===== src/rtl/tcl_param.sv =====
// ---------------------------------------------------------------------------
// tcl_param
//
// Parametrised transaction-layer core. Words enter a shared ingress FIFO and
// are routed by their destination field (top PSEL_W bits) into one of
// NUM_PORTS egress FIFOs. Per-port threshold flow control, almost-full /
// almost-empty flags, sticky error detection and readable pop counters.
//
// Ports
//   clk, reset          : single clock, synchronous active-high reset
//   init                : while high, latch thresholds and hold in INIT
//   Umbral_bajo/alto    : almost-empty / almost-full (flow-control) thresholds
//   pushIn, dataInputFIFO : ingress write
//   popOut              : per-port pop request
//   req, idx            : counter read (idx == NUM_PORTS reads the sum)
//   dataOut             : registered popped word, port p at [p*DATA_W +: DATA_W]
//   portEmpty/AlmostEmpty/AlmostFull : egress status
//   inFull              : ingress full
//   idle, errorOut      : FSM in IDLE / ERROR
//   counterOut, counterValid : counter read data, valid one cycle after req
// ---------------------------------------------------------------------------
module tcl_param #(
    parameter int DATA_W    = 12,
    parameter int NUM_PORTS = 4,
    parameter int DEPTH     = 4,
    parameter int CNT_W     = 5,
    localparam int PSEL_W   = $clog2(NUM_PORTS),
    localparam int IDX_W    = $clog2(NUM_PORTS + 1),
    localparam int OCC_W    = $clog2(DEPTH + 1)
) (
    input  logic                        clk,
    input  logic                        reset,
    input  logic                        init,
    input  logic [OCC_W-1:0]            Umbral_bajo,
    input  logic [OCC_W-1:0]            Umbral_alto,
    input  logic                        pushIn,
    input  logic [DATA_W-1:0]           dataInputFIFO,
    input  logic [NUM_PORTS-1:0]        popOut,
    input  logic                        req,
    input  logic [IDX_W-1:0]            idx,
    output logic [NUM_PORTS*DATA_W-1:0] dataOut,
    output logic [NUM_PORTS-1:0]        portEmpty,
    output logic [NUM_PORTS-1:0]        portAlmostEmpty,
    output logic [NUM_PORTS-1:0]        portAlmostFull,
    output logic                        inFull,
    output logic                        idle,
    output logic                        errorOut,
    output logic [CNT_W-1:0]            counterOut,
    output logic                        counterValid
);

    localparam int AW = $clog2(DEPTH);
    localparam logic [OCC_W-1:0] OCC_FULL = OCC_W'(DEPTH);
    localparam logic [OCC_W-1:0] OCC_ZERO = {OCC_W{1'b0}};
    localparam logic [IDX_W-1:0] IDX_SUM  = IDX_W'(NUM_PORTS);

    typedef enum logic [2:0] {
        ST_RESET  = 3'd0,
        ST_INIT   = 3'd1,
        ST_IDLE   = 3'd2,
        ST_ACTIVE = 3'd3,
        ST_ERROR  = 3'd4
    } state_t;

    // Occupancy update for a FIFO that may gain and lose one entry per cycle.
    function automatic logic [OCC_W-1:0] occ_next(input logic [OCC_W-1:0] occ,
                                                   input logic inc,
                                                   input logic dec);
        case ({inc, dec})
            2'b10:   occ_next = occ + OCC_W'(1'b1);
            2'b01:   occ_next = occ - OCC_W'(1'b1);
            default: occ_next = occ;
        endcase
    endfunction

    state_t state_r, state_s;

    logic [OCC_W-1:0]  lo_r, hi_r;

    logic [DATA_W-1:0] in_mem_r [DEPTH];
    logic [AW-1:0]     in_wr_r, in_rd_r;
    logic [OCC_W-1:0]  in_occ_r;

    logic [DATA_W-1:0] eg_mem_r [NUM_PORTS][DEPTH];
    logic [AW-1:0]     eg_wr_r  [NUM_PORTS];
    logic [AW-1:0]     eg_rd_r  [NUM_PORTS];
    logic [OCC_W-1:0]  eg_occ_r [NUM_PORTS];
    logic [CNT_W-1:0]  cnt_r    [NUM_PORTS];

    logic                 run_s, in_empty_s, any_busy_s;
    logic                 overflow_s, underflow_s, push_ok_s, in_pop_s, dest_ok_s;
    logic [DATA_W-1:0]    head_s;
    logic [PSEL_W-1:0]    dest_s;
    logic [NUM_PORTS-1:0] xfer_s, pop_ok_s;
    logic [CNT_W-1:0]     sum_s, sel_s;

    // Datapath only moves in IDLE/ACTIVE; INIT and ERROR freeze contents.
    assign run_s       = (state_r == ST_IDLE) || (state_r == ST_ACTIVE);
    assign in_empty_s  = (in_occ_r == OCC_ZERO);
    assign inFull      = (in_occ_r == OCC_FULL);
    // A push into a full ingress is dropped even if the head leaves this cycle.
    assign push_ok_s   = run_s && pushIn && !inFull;
    assign overflow_s  = run_s && pushIn && inFull;
    assign pop_ok_s    = run_s ? (popOut & ~portEmpty) : {NUM_PORTS{1'b0}};
    assign underflow_s = run_s && (|(popOut & portEmpty));
    assign any_busy_s  = !in_empty_s || !(&portEmpty);

    // Egress status flags decoded from registered occupancy.
    always_comb begin
        portEmpty       = {NUM_PORTS{1'b0}};
        portAlmostEmpty = {NUM_PORTS{1'b0}};
        portAlmostFull  = {NUM_PORTS{1'b0}};
        for (int p = 0; p < NUM_PORTS; p++) begin
            portEmpty[p]       = (eg_occ_r[p] == OCC_ZERO);
            portAlmostEmpty[p] = (eg_occ_r[p] <= lo_r);
            portAlmostFull[p]  = (eg_occ_r[p] >= hi_r);
        end
    end

    // Head-of-line routing: the head moves only if its port is below the
    // flow-control threshold and not full; otherwise the whole queue stalls.
    // A destination code with no matching port is discarded so it cannot
    // wedge the queue when NUM_PORTS is not a power of two.
    always_comb begin
        head_s    = in_mem_r[in_rd_r];
        dest_s    = head_s[DATA_W-1 -: PSEL_W];
        dest_ok_s = 1'b0;
        xfer_s    = {NUM_PORTS{1'b0}};
        for (int p = 0; p < NUM_PORTS; p++) begin
            if (dest_s == PSEL_W'(p)) begin
                dest_ok_s = 1'b1;
                xfer_s[p] = run_s && !in_empty_s &&
                            (eg_occ_r[p] < hi_r) && (eg_occ_r[p] != OCC_FULL);
            end else begin
                xfer_s[p] = 1'b0;
            end
        end
        in_pop_s = run_s && !in_empty_s && ((|xfer_s) || !dest_ok_s);
    end

    // Counter read mux; the aggregate wraps at CNT_W, out-of-range reads 0.
    always_comb begin
        sum_s = {CNT_W{1'b0}};
        sel_s = {CNT_W{1'b0}};
        for (int p = 0; p < NUM_PORTS; p++) begin
            sum_s = sum_s + cnt_r[p];
            sel_s = (idx == IDX_W'(p)) ? cnt_r[p] : sel_s;
        end
        sel_s = (idx == IDX_SUM) ? sum_s : sel_s;
    end

    // Next-state logic; init overrides everything except RESET.
    always_comb begin
        state_s = state_r;
        if (init && (state_r != ST_RESET)) begin
            state_s = ST_INIT;
        end else begin
            case (state_r)
                ST_RESET:  state_s = ST_INIT;
                ST_INIT:   state_s = ST_IDLE;
                ST_IDLE: begin
                    if (overflow_s || underflow_s) state_s = ST_ERROR;
                    else if (any_busy_s)           state_s = ST_ACTIVE;
                    else                           state_s = ST_IDLE;
                end
                ST_ACTIVE: begin
                    if (overflow_s || underflow_s) state_s = ST_ERROR;
                    else if (!any_busy_s)          state_s = ST_IDLE;
                    else                           state_s = ST_ACTIVE;
                end
                ST_ERROR:  state_s = ST_ERROR;
                default:   state_s = ST_RESET;
            endcase
        end
    end

    // State register and registered state decodes.
    always_ff @(posedge clk) begin
        if (reset) begin
            state_r  <= ST_RESET;
            idle     <= 1'b0;
            errorOut <= 1'b0;
        end else begin
            state_r  <= state_s;
            idle     <= (state_s == ST_IDLE);
            errorOut <= (state_s == ST_ERROR);
        end
    end

    // Threshold registers, loaded while init is held.
    always_ff @(posedge clk) begin
        if (reset) begin
            hi_r <= OCC_FULL;
            lo_r <= OCC_ZERO;
        end else if (init && (state_r != ST_RESET)) begin
            hi_r <= Umbral_alto;
            lo_r <= Umbral_bajo;
        end
    end

    // Counter read port: one-cycle valid pulse per sampled request.
    always_ff @(posedge clk) begin
        if (reset) begin
            counterValid <= 1'b0;
            counterOut   <= {CNT_W{1'b0}};
        end else if (req && (state_r != ST_RESET) && (state_r != ST_INIT)) begin
            counterValid <= 1'b1;
            counterOut   <= sel_s;
        end else begin
            counterValid <= 1'b0;
            counterOut   <= {CNT_W{1'b0}};
        end
    end

    // Ingress pointers and occupancy.
    always_ff @(posedge clk) begin
        if (reset) begin
            in_wr_r  <= {AW{1'b0}};
            in_rd_r  <= {AW{1'b0}};
            in_occ_r <= OCC_ZERO;
        end else begin
            if (push_ok_s) in_wr_r <= in_wr_r + AW'(1'b1);
            if (in_pop_s)  in_rd_r <= in_rd_r + AW'(1'b1);
            in_occ_r <= occ_next(in_occ_r, push_ok_s, in_pop_s);
        end
    end

    // Ingress storage (contents need no reset; pointers qualify them).
    always_ff @(posedge clk) begin
        if (push_ok_s) in_mem_r[in_wr_r] <= dataInputFIFO;
    end

    // Egress pointers, occupancy, pop counters and registered read data.
    always_ff @(posedge clk) begin
        if (reset) begin
            dataOut <= {(NUM_PORTS*DATA_W){1'b0}};
            for (int p = 0; p < NUM_PORTS; p++) begin
                eg_wr_r[p]  <= {AW{1'b0}};
                eg_rd_r[p]  <= {AW{1'b0}};
                eg_occ_r[p] <= OCC_ZERO;
                cnt_r[p]    <= {CNT_W{1'b0}};
            end
        end else begin
            for (int p = 0; p < NUM_PORTS; p++) begin
                if (xfer_s[p]) eg_wr_r[p] <= eg_wr_r[p] + AW'(1'b1);
                if (pop_ok_s[p]) begin
                    dataOut[p*DATA_W +: DATA_W] <= eg_mem_r[p][eg_rd_r[p]];
                    eg_rd_r[p] <= eg_rd_r[p] + AW'(1'b1);
                    cnt_r[p]   <= cnt_r[p] + CNT_W'(1'b1);
                end
                eg_occ_r[p] <= occ_next(eg_occ_r[p], xfer_s[p], pop_ok_s[p]);
            end
        end
    end

    // Egress storage.
    always_ff @(posedge clk) begin
        for (int p = 0; p < NUM_PORTS; p++) begin
            if (xfer_s[p]) eg_mem_r[p][eg_wr_r[p]] <= head_s;
        end
    end

endmodule


===== config.mk =====
export PLATFORM = sky130hd
export DESIGN_NAME = tcl_param
export DESIGN_NICKNAME = d
export VERILOG_FILES = /design/src/rtl/tcl_param.sv
export SDC_FILE = /design/constraint.sdc
export NUM_CORES = 1
export LEC_CHECK = 0
export ABC_AREA = 1
export BUFFER_PORTS_ARGS = -buffer_cell sky130_fd_sc_hd__buf_2
export CELL_PAD_IN_SITES_DETAIL_PLACEMENT = 1
export CELL_PAD_IN_SITES_GLOBAL_PLACEMENT = 1
export CORE_ASPECT_RATIO = 0.6
export CORE_UTILIZATION = 49
export DETAILED_ROUTE_END_ITERATION = 10
export PLACE_DENSITY_LB_ADDON = 0.25
export SYNTH_ARGS = -nofsm -noshare
export SYNTH_HDL_FRONTEND = slang
export SYNTH_SLANG_ARGS = --single-unit

===== constraint.sdc =====
create_clock -name clk -period 2.95 [get_ports clk]
set_input_delay 0.7375 -clock clk [delete_from_list [all_inputs] [get_ports clk]]
set_output_delay 0.7375 -clock clk [all_outputs]
set_load 0.02 [all_outputs]

; Word level (Yosys, flattened, before mapping)
; Memory sizes are Yosys's and may differ from the RTL's. A register that Yosys moved wholly into a read port is not among the register bits.
; Index checks and enable logic that the tools add are counted.
[totals]
regBits = 72
ramBits = 288
out_inout_bits = 69
mem_count = 6
[mem_list]
columns = memory, words, width, read_ports, rd_ports_with_merged_regs, write_ports, line_no
row1 = eg_mem_r, 4, 48, 4, 0, 1, 84  ; logic [DATA_W-1:0] eg_mem_r [NUM_PORTS][DEPTH];
row2 = in_mem_r, 4, 12, 1, 1, 1, 80  ; logic [DATA_W-1:0] in_mem_r [DEPTH];
row3 = cnt_r, 4, 5, 4, 0, 4, 88  ; logic [CNT_W-1:0] cnt_r [NUM_PORTS];
row4 = eg_occ_r, 4, 3, 4, 0, 4, 87  ; logic [OCC_W-1:0] eg_occ_r [NUM_PORTS];
row5 = eg_rd_r, 4, 2, 4, 0, 4, 86  ; logic [AW-1:0] eg_rd_r [NUM_PORTS];
row6 = eg_wr_r, 4, 2, 4, 0, 4, 85  ; logic [AW-1:0] eg_wr_r [NUM_PORTS];
[op_classes]
n_addsub = 27
order_cmp = 24
n_eq_ne = 29
muxes = 108
bitwise = 28
n_reduce_logical = 47
[op_table]
columns = op, count
row1 = $mux 48, 10
row2 = $mux 12, 12
row3 = $reduce_or 48->1, 3
row4 = $bmux 12 s2, 4
row5 = $demux 12 s2, 4
row6 = $mux 5, 9
row7 = $mux 1, 39
row8 = $mux 3, 10
row9 = $pmux 3 s2, 5
row10 = $mux 2, 13
row11 = $ge 3x3->1 const B, 8
row12 = $not 2->3, 8
row13 = $logic_and 1x1->1, 21
row14 = $logic_not 3->1, 7
row15 = $add 2x1->2 const B, 10
row16 = $add 5x1->5 const B, 4
row17 = $or 1x1->1, 16
row18 = $add 3x1->3 const B, 5
row19 = $add 5x5->5, 3
row20 = $eq 3x2->1 const B, 5
row21 = $sub 3x1->3 const B, 5
row22 = $eq 2x2->1 const B, 7
row23 = $eq 2x1->1 const B, 6
row24 = $eq 3x3->1 const B, 4
row25 = other kinds (20), 45

; Depth between registers and ports, before layout
; Gate-level depths: netlist of run 1.
[logic_depth]
ltp_word = 12
ltp_mapped = 17

; Least setup slack after synthesis of run 1
; Ideal clock, no wire load.
[synth_path]
path_kind = register to register
from = memory cnt_r[3][3]
to = register counterOut[4]
setup_ns = 0.071
t_arrival_ns = 2.535
required_ns = 2.879
slack_ns = 0.344
path_stages_with_launch = 12
path_buffers = 0
period_less_slack_ns = 2.606
cell_sequence = edfxtp_1 -> fa_1 -> fa_1 -> ha_1 -> a21oi_1 -> nand2_1 -> or2_2 -> nand2_1 -> nand2_1 -> nand2_1 -> nand2_1 -> a21oi_1
[synth_rtl]
columns = element, line_no
row1 = from (decl), 88
row2 = to (signal assigned), 205  ; counterOut <= {CNT_W{1'b0}};
row3 = to (signal assigned), 208  ; counterOut <= sel_s;
row4 = to (signal assigned), 211  ; counterOut <= {CNT_W{1'b0}};
row5 = to (decl), 48  ; output logic [CNT_W-1:0] counterOut,

==> impl_metrics.env, run 1 <==
export IMPL_status="finished clean"
export IMPL_comb_power_share_pct=6.5
export IMPL_maxClockFrequency_ghz=0.358
export IMPL_grt_pass1_wl_mm=64.1
export IMPL_syn_area_per_cell_um2=11.6
export IMPL_crit_slowest_cell="fa_1"
export IMPL_drv_cap=0
export IMPL_drive_gt1_share_pct=18.5
export IMPL_area_delta_synth_final_pct=15.0
export IMPL_ir_worst_vdd_mv=0.465
export IMPL_crit_chain="fa_1, fa_1, ha_1, a21oi_1, nand2_1, or2_2, nand2_1, nand2_1, nand2_1, nand2_1, a21oi_1"
export IMPL_cts_root_buf="clkbuf_16"
export IMPL_io_buffers=98
export IMPL_setup_tns_ns=0
export IMPL_vias_per_cell=5.58
export IMPL_synth_main_ff_cell="edfxtp_1"
export IMPL_insertion_delay_ns=0.54
export IMPL_crit_top_cell="nand2_1"
export IMPL_synth_async_reset_ratio_pct=0
export IMPL_startpoint="cnt_r[3][2]"
export IMPL_synth_distinct_cells=41
export IMPL_die_h_um=139
export IMPL_dp_hpwl_mm=27.3
export IMPL_synth_cells=1325
export IMPL_power_density_mw_per_mm2=615
export IMPL_crit_path_end_kind="flop"
export IMPL_io_pins=99
export IMPL_p_leak_nw=6.84
export IMPL_ys_ff_latch=362
export IMPL_critical_path_buf_inv_count=0
export IMPL_layout_nets=1560
export IMPL_die_w_um=231
export IMPL_p_total_mw=10.9
export IMPL_cts_inserted_buffers=34
export IMPL_crit_family="adder cells"
export IMPL_period_minus_slack_ns=2.80
export IMPL_clock_sinks=362
export IMPL_grt_pass1_vias=11200
export IMPL_synth_nets=1425
export IMPL_setup_viol=0
export IMPL_p_int_mw=8.41
export IMPL_ant_nets=0
export IMPL_power_frac_seq_pct=51.2
export IMPL_grt_overflow=0
export IMPL_yosysSeqAreaShare_pct=64.8
export IMPL_drt_iter0_drc=759
export IMPL_gp_congestion=0.856
export IMPL_cp_data_arrival_time_ns=3.26
export IMPL_crit_path_max_fanout=5
export IMPL_slew_headroom_pct=33.4
export IMPL_grt_usage_pct=26.2
export IMPL_core_area_mm2=0.0305
export IMPL_report_final_slew_viol_count=0
export IMPL_skew_ns=0.0205
export IMPL_finalCritPeriodShare_pct=94.8
export IMPL_rsz0062_at_grt="no"
export IMPL_hp_class="in2reg"
export IMPL_hold_start="dataInputFIFO[3]"
export IMPL_cp_slowest_stage_delay_ns=0.55
export IMPL_clkPwrFrac_pct=42.3
export IMPL_synth_warnings=0
export IMPL_dieArea_mm2=0.0322
export IMPL_grt_max_degree=28
export IMPL_tightest_slew_ns=1.00
export IMPL_route_detailed_drc=0
export IMPL_cts_buffer_depth=3
export IMPL_hold_viol=0
export IMPL_cts_tree="done"
export IMPL_p_sw_share_pct=23.0
export IMPL_dr_total_vias=10600
export IMPL_switching_power_mw=2.51
export IMPL_cp_start_kind="flop"
export IMPL_synth_edf_count=276
export IMPL_r2r_start="cnt_r[3][2]"
export IMPL_crit_required_ns=3.41
export IMPL_antenna_found_initial=0
export IMPL_wl_per_cell_um=21.6
export IMPL_synth_area_mm2=0.0154
export IMPL_path_class="reg2reg"
export IMPL_diodes=0
export IMPL_rows=49
export IMPL_initial_core_util_pct=50.7
export IMPL_drt_wl_total_mm=41.0
export IMPL_firstDrtPassIters=5
export IMPL_cts_htree_levels=2
export IMPL_clkTransAtPathRegs_ns=0.07
## state kept, by name, indices dropped and copies added (netlist names), 5 cells and up, named ones only
| register | flops |
|---|---|
| counterOut | 5 |
| eg_wr_r | 8 |
| eg_rd_r | 8 |
| eg_mem_r | 192 |
| dataOut | 48 |
| in_mem_r | 48 |
| cnt_r | 20 |
| eg_occ_r | 12 |
## through the flow
step	cells	util [%]	setup WS [ns]	hold slack [ns]	area, µm²
2_1_floorplan	1325	-	0.344	0.442	15400
3_3_place_gp	1832	54.4	0.243	0.453	16600
3_5_place_dp	1832	54.4	0.112	0.457	16600
4_1_cts	1894	58.2	0.0783	0.401	17700
5_1_grt	1894	58.3	0.00815	0.410	17800
6_report	1894	58.3	0.153	0.421	17800
## worst register-to-register path, delay by kind of cell, from the launching register on
family / cells / cell delay (ns)
AO/OA/AOI/OAI: 2 / 0.29
flip-flops: 1 / 0.49
adder cells (fa/ha/maj): 3 / 1.35
AND/OR/NAND/NOR: 6 / 0.61
## cells in the mapped netlist (17+ instances only)
| cell type | number | area (µm²) |
|---|---|---|
| a21oi_1 | 89 | 445 |
| o21ai_0 | 52 | 260 |
| dfxtp_1 | 86 | 1720 |
| a32o_1 | 48 | 480 |
| nand2_1 | 216 | 811 |
| buf_2 | 17 | 85.1 |
| nor2_1 | 101 | 379 |
| clkbuf_1 | 28 | 105 |
| o22ai_1 | 58 | 363 |
| inv_2 | 20 | 75.1 |
| ha_1 | 57 | 713 |
| nand3_1 | 33 | 165 |
| inv_1 | 138 | 518 |
| edfxtp_1 | 276 | 8290 |
## logic make-up (layout without fill, tap and decap cells)
group / count (synthesis) / in the layout / synth area share (%)
buffers and inverters: 211 / 372 / 5.50
adder cells (fa/ha/maj): 70 / 70 / 6.31
AND/OR/NAND/NOR: 405 / 405 / 11.7
flip-flops: 362 / 362 / 64.8
AO/OA/AOI/OAI: 260 / 260 / 10.7
XOR/XNOR: 17 / 17 / 0.965
## repair_timing
| item | in CTS | in global routing |
|---|---|---|
| gates resized for setup | 0 | 7 |
| setup endpoints to repair | 0 | 3 |
| endpoints found under the hold margin | 0 | 0 |
| hold buffers | 0 | 0 |
| buffers inserted | 0 | 0 |
## per-layer routing
metal | part of all wire (%) | vias to the layer above | GRT usage [%]
met3 | 5.4 | 52 | 4.20
met4 | 1.8 | 0 | 6.48
li1 | - | 4896 | -
met5 | 0 | - | 0
met2 | 47 | 269 | 42.6
met1 | 45 | 5349 | 37.0
## final timing paths
check                   endpoint  slack (ns)  cells past startpoint
hold reg to reg       dataOut[3]        0.47                      2
hold / removal    in_mem_r[0][3]        0.42                      1
setup reg to reg   counterOut[4]        0.15                     11
setup / recovery   counterOut[4]        0.15                     11
## placed cells by master (no fill, tap or decap), drive strengths merged, types with 2 or more instances in the layout
master | netlist | layout
edfxtp | 276 | 276
nand2 | 230 | 230
inv | 160 | 162
buf | 23 | 150
nor2 | 112 | 112
a21oi | 90 | 90
dfxtp | 86 | 86
o22ai | 61 | 61
ha | 57 | 57
o21ai | 53 | 53
a32o | 48 | 48
clkbuf | 28 | 43
nand3 | 36 | 36
fa | 13 | 13
nor3 | 13 | 13
xor2 | 10 | 10
clkinv | 0 | 10
or2 | 8 | 8
xnor2 | 7 | 7
bufinv | 0 | 5
a31oi | 4 | 4
and3 | 2 | 2
nand4 | 2 | 2
o211ai | 2 | 2
clkinvlp | 0 | 2
## power groups by stage
stage               Clock, mW  Sequential (mW)  Combinational (mW)
floorplan                   0             5.68               0.452
global placement            0             5.70               0.661
detailed placement          0             5.70               0.704
CTS                      4.69             5.59               0.712
global route             4.88             5.59               0.787
finish                   4.62             5.59               0.715
## cell type report
class	instances	area (µm²)
Tap cell	408	510
Sequential cell	362	10000
Timing Repair Buffer	150	881
Clock buffer	43	905
Inverter	160	606
Fill cell	3189	12700
Multi-Input combinational cell	752	4590
Clock inverter	19	251
(Power assumes the default switching activity.)
==> run 2, diff against run 1 <==
Settings changed: CORE_MARGIN set to 4, CORE_UTILIZATION 49 to 44.
Clock period 2.95 ns to 2.2 ns, I/O delays scaled along.
==> impl_metrics.env, run 2 (synthesized netlist as in run 1, its figures left out) <==
export IMPL_hold_slack_ns=0.234
export IMPL_drt_iter0_drc=919
export IMPL_die_h_um=153
export IMPL_dp_hpwl_mm=29.0
export IMPL_rsz0062_at_grt="yes"
export IMPL_hp_class="in2reg"
export IMPL_grt_max_degree=27
export IMPL_crit_top_cell="nand2_1"
export IMPL_drv_cap=0
export IMPL_cts_inserted_buffers=36
export IMPL_finish_utilization_pct=58.1
export IMPL_period_minus_slack_ns=2.61
export IMPL_placed_cell_area_mm2=0.0176
export IMPL_layout_nets=1665
export IMPL_wl_per_cell_um=22.5
export IMPL_p_leak_nw=7.56
export IMPL_vias_per_cell=5.45
export IMPL_maxClockFrequency_ghz=0.383
export IMPL_core_area_mm2=0.0342
export IMPL_io_buffers=98
export IMPL_final_cell_area_mm2=0.0198
export IMPL_dr_total_vias=11200
export IMPL_drt_wl_total_mm=46.1
export IMPL_crit_path_max_fanout=3
export IMPL_setup_viol=72
export IMPL_ir_worst_vdd_mv=0.624
export IMPL_hold_viol=0
export IMPL_drive_gt1_share_pct=31.6
export IMPL_cp_slowest_stage_delay_ns=0.57
export IMPL_p_total_mw=15.0
export IMPL_largest_reg_flops=192
export IMPL_fillers=3499
export IMPL_grt_usage_pct=22.0
export IMPL_final_common_cell="edfxtp_1"
export IMPL_path_class="reg2reg"
export IMPL_cts_tree="done"
export IMPL_final_cell_mix="edfxtp_1 (276), nand2_1 (193), inv_1 (127)"
export IMPL_ant_nets=0
export IMPL_report_final_slew_viol_count=0
export IMPL_crit_required_ns=2.66
export IMPL_slew_headroom_pct=46.7
export IMPL_area_delta_synth_final_pct=28.5
export IMPL_crit_slowest_cell="fa_1"
export IMPL_r2r_slack_ns=-0.41
export IMPL_crit_path_end_kind="flop"
export IMPL_cts_htree_levels=2
export IMPL_antenna_found_initial=2
export IMPL_power_density_mw_per_mm2=758
export IMPL_grt_pass1_wl_mm=66.3
export IMPL_io_pins=99
export IMPL_tightest_slew_ns=0.799
export IMPL_violations="negative setup slack"
export IMPL_grt_pass1_vias=11600
export IMPL_cts_hold_buf=0
export IMPL_cts_root_buf="clkbuf_16"
export IMPL_status="finished with violations"
export IMPL_insertion_delay_ns=0.53
export IMPL_finalCritPeriodShare_pct=119
export IMPL_cts_buffer_depth=3
export IMPL_grt_overflow=0
export IMPL_crit_chain="fa_1, fa_1, ha_4, a21oi_2, nand2_1, or2_4, nand2_2, nand2_1, nand2_1, nand2_1, a21oi_2"
export IMPL_skew_ns=0.0226
export IMPL_cp_data_arrival_time_ns=3.07
export IMPL_dieArea_mm2=0.0382
export IMPL_clock_sinks=362
export IMPL_setup_ws_ns=-0.413
export IMPL_clkTransAtPathRegs_ns=0.07
export IMPL_gp_congestion=0.833
export IMPL_cp_start_kind="flop"
export IMPL_route_detailed_drc=0
export IMPL_rows=52
export IMPL_firstDrtPassIters=5
export IMPL_initial_core_util_pct=45.2
export IMPL_die_w_um=250
export IMPL_crit_family="adder cells"
export IMPL_critical_path_buf_inv_count=0
run 2: cell types whose count changed in the layout (fill, tap and decap cells not counted), sizes merged:
cell	before	now
clkbuf	43	48
bufinv	5	3
buf	150	248
clkinv	10	16
inv	162	163
diode	0	1
clkinvlp	2	1
run 2: metrics by stage:
stage               cells  setup WS (ns)  setup TNS (ns)
floorplan            1325         -0.290          -0.776
global placement     1961         -0.325           -1.58
detailed placement   1961         -0.452           -8.31
CTS                  2036         -0.386           -2.38
global route         2052         -0.535          -14.59
finish               2053         -0.413           -5.69
run 2: worst paths after layout:
check	cells after the start	end	startpoint
min	1	in_mem_r[2][2]	dataInputFIFO[2]
min reg2reg	1	eg_occ_r[0][0]	eg_occ_r[0][0]
max	11	counterOut[4]	cnt_r[2][3]
max reg2reg	11	counterOut[4]	cnt_r[2][3]
run 2: routing by layer:
metal / wire (µm) / part of all wire, % / vias up / GRT usage (%)
met2: 22400 / 49 / 321 / 36.6
met5: 0 / 0 / - / 0
met4: 911 / 2.0 / 0 / 4.25
met1: 20100 / 44 / 5698 / 30.8
met3: 2730 / 5.9 / 56 / 4.03
li1: - / - / 5124 / -
run 2: final cells by class:
| cell class | count | area, µm² | area share [%] |
|---|---|---|---|
| Sequential cell | 362 | 10000 | 50.6 |
| Multi-Input combinational cell | 752 | 5250 | 26.5 |
| Timing Repair Buffer | 253 | 2170 | 10.9 |
| Clock buffer | 43 | 958 | 4.83 |
| Inverter | 160 | 633 | 3.19 |
| Tap cell | 459 | 574 | 2.90 |
| Clock inverter | 23 | 201 | 1.02 |
| Antenna cell | 1 | 2.50 | 0.0126 |
run 2: report_power, final:
| group | switching [mW] | total [mW] | internal (mW) | leakage (nW) |
|---|---|---|---|---|
| Combinational | 0.816 | 1.36 | 0.542 | 3.75 |
| Sequential | 0.0601 | 7.47 | 7.41 | 3.23 |
| Clock | 2.71 | 6.21 | 3.50 | 0.574 |
| Total | 3.59 | 15.0 | 11.4 | 7.56 |
run 2: timing repair:
action                                  CTS  global route
cloned                                    0             7
endpoints found under the setup margin  105           200
buffers inserted                         10            10
pin swaps                                46            32
resized for setup                       110           104
==> run 3, diff against run 2 <==
Settings changed: MAX_ROUTING_LAYER set to met4, TNS_END_PERCENT set to 10.
==> impl_metrics.env, run 3 (synthesized netlist as in run 1, its figures left out) <==
export IMPL_finalCritPeriodShare_pct=122
export IMPL_grt_overflow=0
export IMPL_final_cell_area_mm2=0.0199
export IMPL_tightest_slew_ns=0.815
export IMPL_grt_max_degree=27
export IMPL_rows=52
export IMPL_cts_buffer_depth=3
export IMPL_cts_root_buf="clkbuf_16"
export IMPL_crit_path_max_fanout=5
export IMPL_clkTransAtPathRegs_ns=0.08
export IMPL_cp_data_arrival_time_ns=3.09
export IMPL_final_common_cell="edfxtp_1"
export IMPL_grt_pass1_vias=12200
export IMPL_cts_tree="done"
export IMPL_skew_ns=0.0227
export IMPL_status="finished with violations"
export IMPL_violations="negative setup slack"
export IMPL_slew_headroom_pct=45.6
export IMPL_die_w_um=250
export IMPL_maxClockFrequency_ghz=0.374
export IMPL_final_cell_mix="edfxtp_1 (276), nand2_1 (195), buf_4 (129)"
export IMPL_crit_chain="clkinv_4, ha_4, nand2_4, nor2_4, nor2_4, nand3_2, nor2_4, buf_6, buf_6, inv_6, ha_4, inv_4, fa_2, a21oi_2, o21ai_2, o21ai_1, a21oi_1"
export IMPL_crit_top_cell="nor2_4"
export IMPL_grt_pass1_wl_mm=69.6
export IMPL_ant_nets=0
export IMPL_largest_reg_flops=192
export IMPL_area_delta_synth_final_pct=28.9
export IMPL_fillers=3498
export IMPL_power_frac_seq_pct=49.1
export IMPL_period_minus_slack_ns=2.68
export IMPL_ir_worst_vdd_mv=0.540
export IMPL_drive_gt1_share_pct=32.1
export IMPL_finish_utilization_pct=58.3
export IMPL_p_sw_share_pct=23.4
export IMPL_dp_hpwl_mm=29.5
export IMPL_comb_power_share_pct=9.0
export IMPL_drt_iter0_drc=756
export IMPL_hp_class="in2reg"
export IMPL_hold_start="dataInputFIFO[2]"
export IMPL_antenna_found_initial=1
export IMPL_io_pins=99
export IMPL_dieArea_mm2=0.0382
export IMPL_hold_viol=0
export IMPL_dr_total_vias=11300
export IMPL_setup_viol=167
export IMPL_dp_cells=1982
export IMPL_clock_sinks=362
export IMPL_rsz0062_at_grt="yes"
export IMPL_wl_per_cell_um=22.9
export IMPL_firstDrtPassIters=5
export IMPL_r2r_start="hi_r[2]"
export IMPL_initial_core_util_pct=45.2
export IMPL_p_leak_nw=7.64
export IMPL_grt_usage_pct=23.9
export IMPL_crit_path_end_kind="flop"
export IMPL_cp_slowest_stage_delay_ns=0.38
export IMPL_setup_ws_ns=-0.477
export IMPL_p_int_mw=11.7
export IMPL_crit_required_ns=2.62
export IMPL_cp_start_kind="flop"
export IMPL_insertion_delay_ns=0.53
export IMPL_report_final_slew_viol_count=0
export IMPL_placed_cell_area_mm2=0.0176
export IMPL_core_area_mm2=0.0342
export IMPL_route_detailed_drc=0
export IMPL_crit_slowest_cell="fa_2"
export IMPL_vias_per_cell=5.47
export IMPL_cts_inserted_buffers=35
export IMPL_switching_power_mw=3.57
export IMPL_p_total_mw=15.2
export IMPL_clkPwrFrac_pct=41.9
export IMPL_path_class="reg2reg"
export IMPL_layout_cells_non_filler=2067
export IMPL_cts_htree_levels=2
export IMPL_setup_tns_ns=-18.21
export IMPL_drv_cap=0
export IMPL_startpoint="hi_r[2]"
export IMPL_power_density_mw_per_mm2=765
export IMPL_layout_nets=1681
export IMPL_drt_wl_total_mm=47.3
export IMPL_gp_congestion=0.854
export IMPL_die_h_um=153
export IMPL_io_buffers=98
## run 3: cell types whose count changed in the layout (fill, tap and decap cells not counted), sizes merged
cell / change
clkinv: -4
buf: +22
inv: -4
clkbuf: -2
bufinv: +2
## run 3: area by class of cell
cell class                 count  area [µm²]  share of cell area [%]
antenna                        1        2.50                  0.0126
clock buffer                  46         970                    4.87
clock inverter                17         209                    1.05
inverter                     160         651                    3.27
multi-input combinational    752        5290                    26.6
sequential                   362       10000                    50.4
tap                          459         574                    2.89
timing repair buffer         270        2180                    10.9
## run 3: worst max-delay path: cells and delay by family, from the launching register on
| family | cells | cell delay (ns) |
|---|---|---|
| compound gates | 4 | 0.52 |
| fa+ha+maj | 3 | 0.84 |
| simple gates | 5 | 0.40 |
| flops | 1 | 0.35 |
| buf+inv | 5 | 0.44 |
## run 3: worst paths after layout
path	endpoint	slack [ns]	depth (start not counted)
hold reg to reg	dataOut[4]	0.47	2
setup / recovery	eg_occ_r[0][2]	-0.48	17
setup reg to reg	eg_occ_r[0][2]	-0.48	17
hold / removal	in_mem_r[3][2]	0.24	1
## run 3: power by group through the flow
| stage | registers [mW] | clock network (mW) | logic (mW) |
|---|---|---|---|
| floorplan | 7.61 | 0 | 0.622 |
| global placement | 7.61 | 0 | 1.05 |
| detailed placement | 7.62 | 0 | 1.10 |
| CTS | 7.47 | 6.43 | 1.22 |
| global route | 7.47 | 6.80 | 1.48 |
| finish | 7.47 | 6.38 | 1.38 |
## run 3: stage by stage
step | setup slack [ns] | hold slack [ns]
2_1_floorplan | -0.305 | 0.442
3_3_place_gp | -0.407 | 0.455
3_5_place_dp | -0.526 | 0.461
4_1_cts | -0.394 | 0.218
5_1_grt | -0.538 | 0.234
6_report | -0.477 | 0.240
## run 3: layer usage
layer | wire length, µm | up-vias | global-route usage [%]
met3 | 2580 | 102 | 3.69
met5 | 0 | - | -
met4 | 1490 | 0 | 6.40
met2 | 23000 | 331 | 39.2
li1 | - | 5149 | -
met1 | 20200 | 5726 | 31.5
## run 3: repair_timing
action / 4_1_cts / 5_1_grt
hold endpoints to repair: 0 / 0
hold buffers: 0 / 0
endpoints found under the setup margin: 219 / 220
cloned: 0 / 0
setup buffers: 15 / 12
gates resized for setup: 148 / 113
pin swaps: 53 / 47
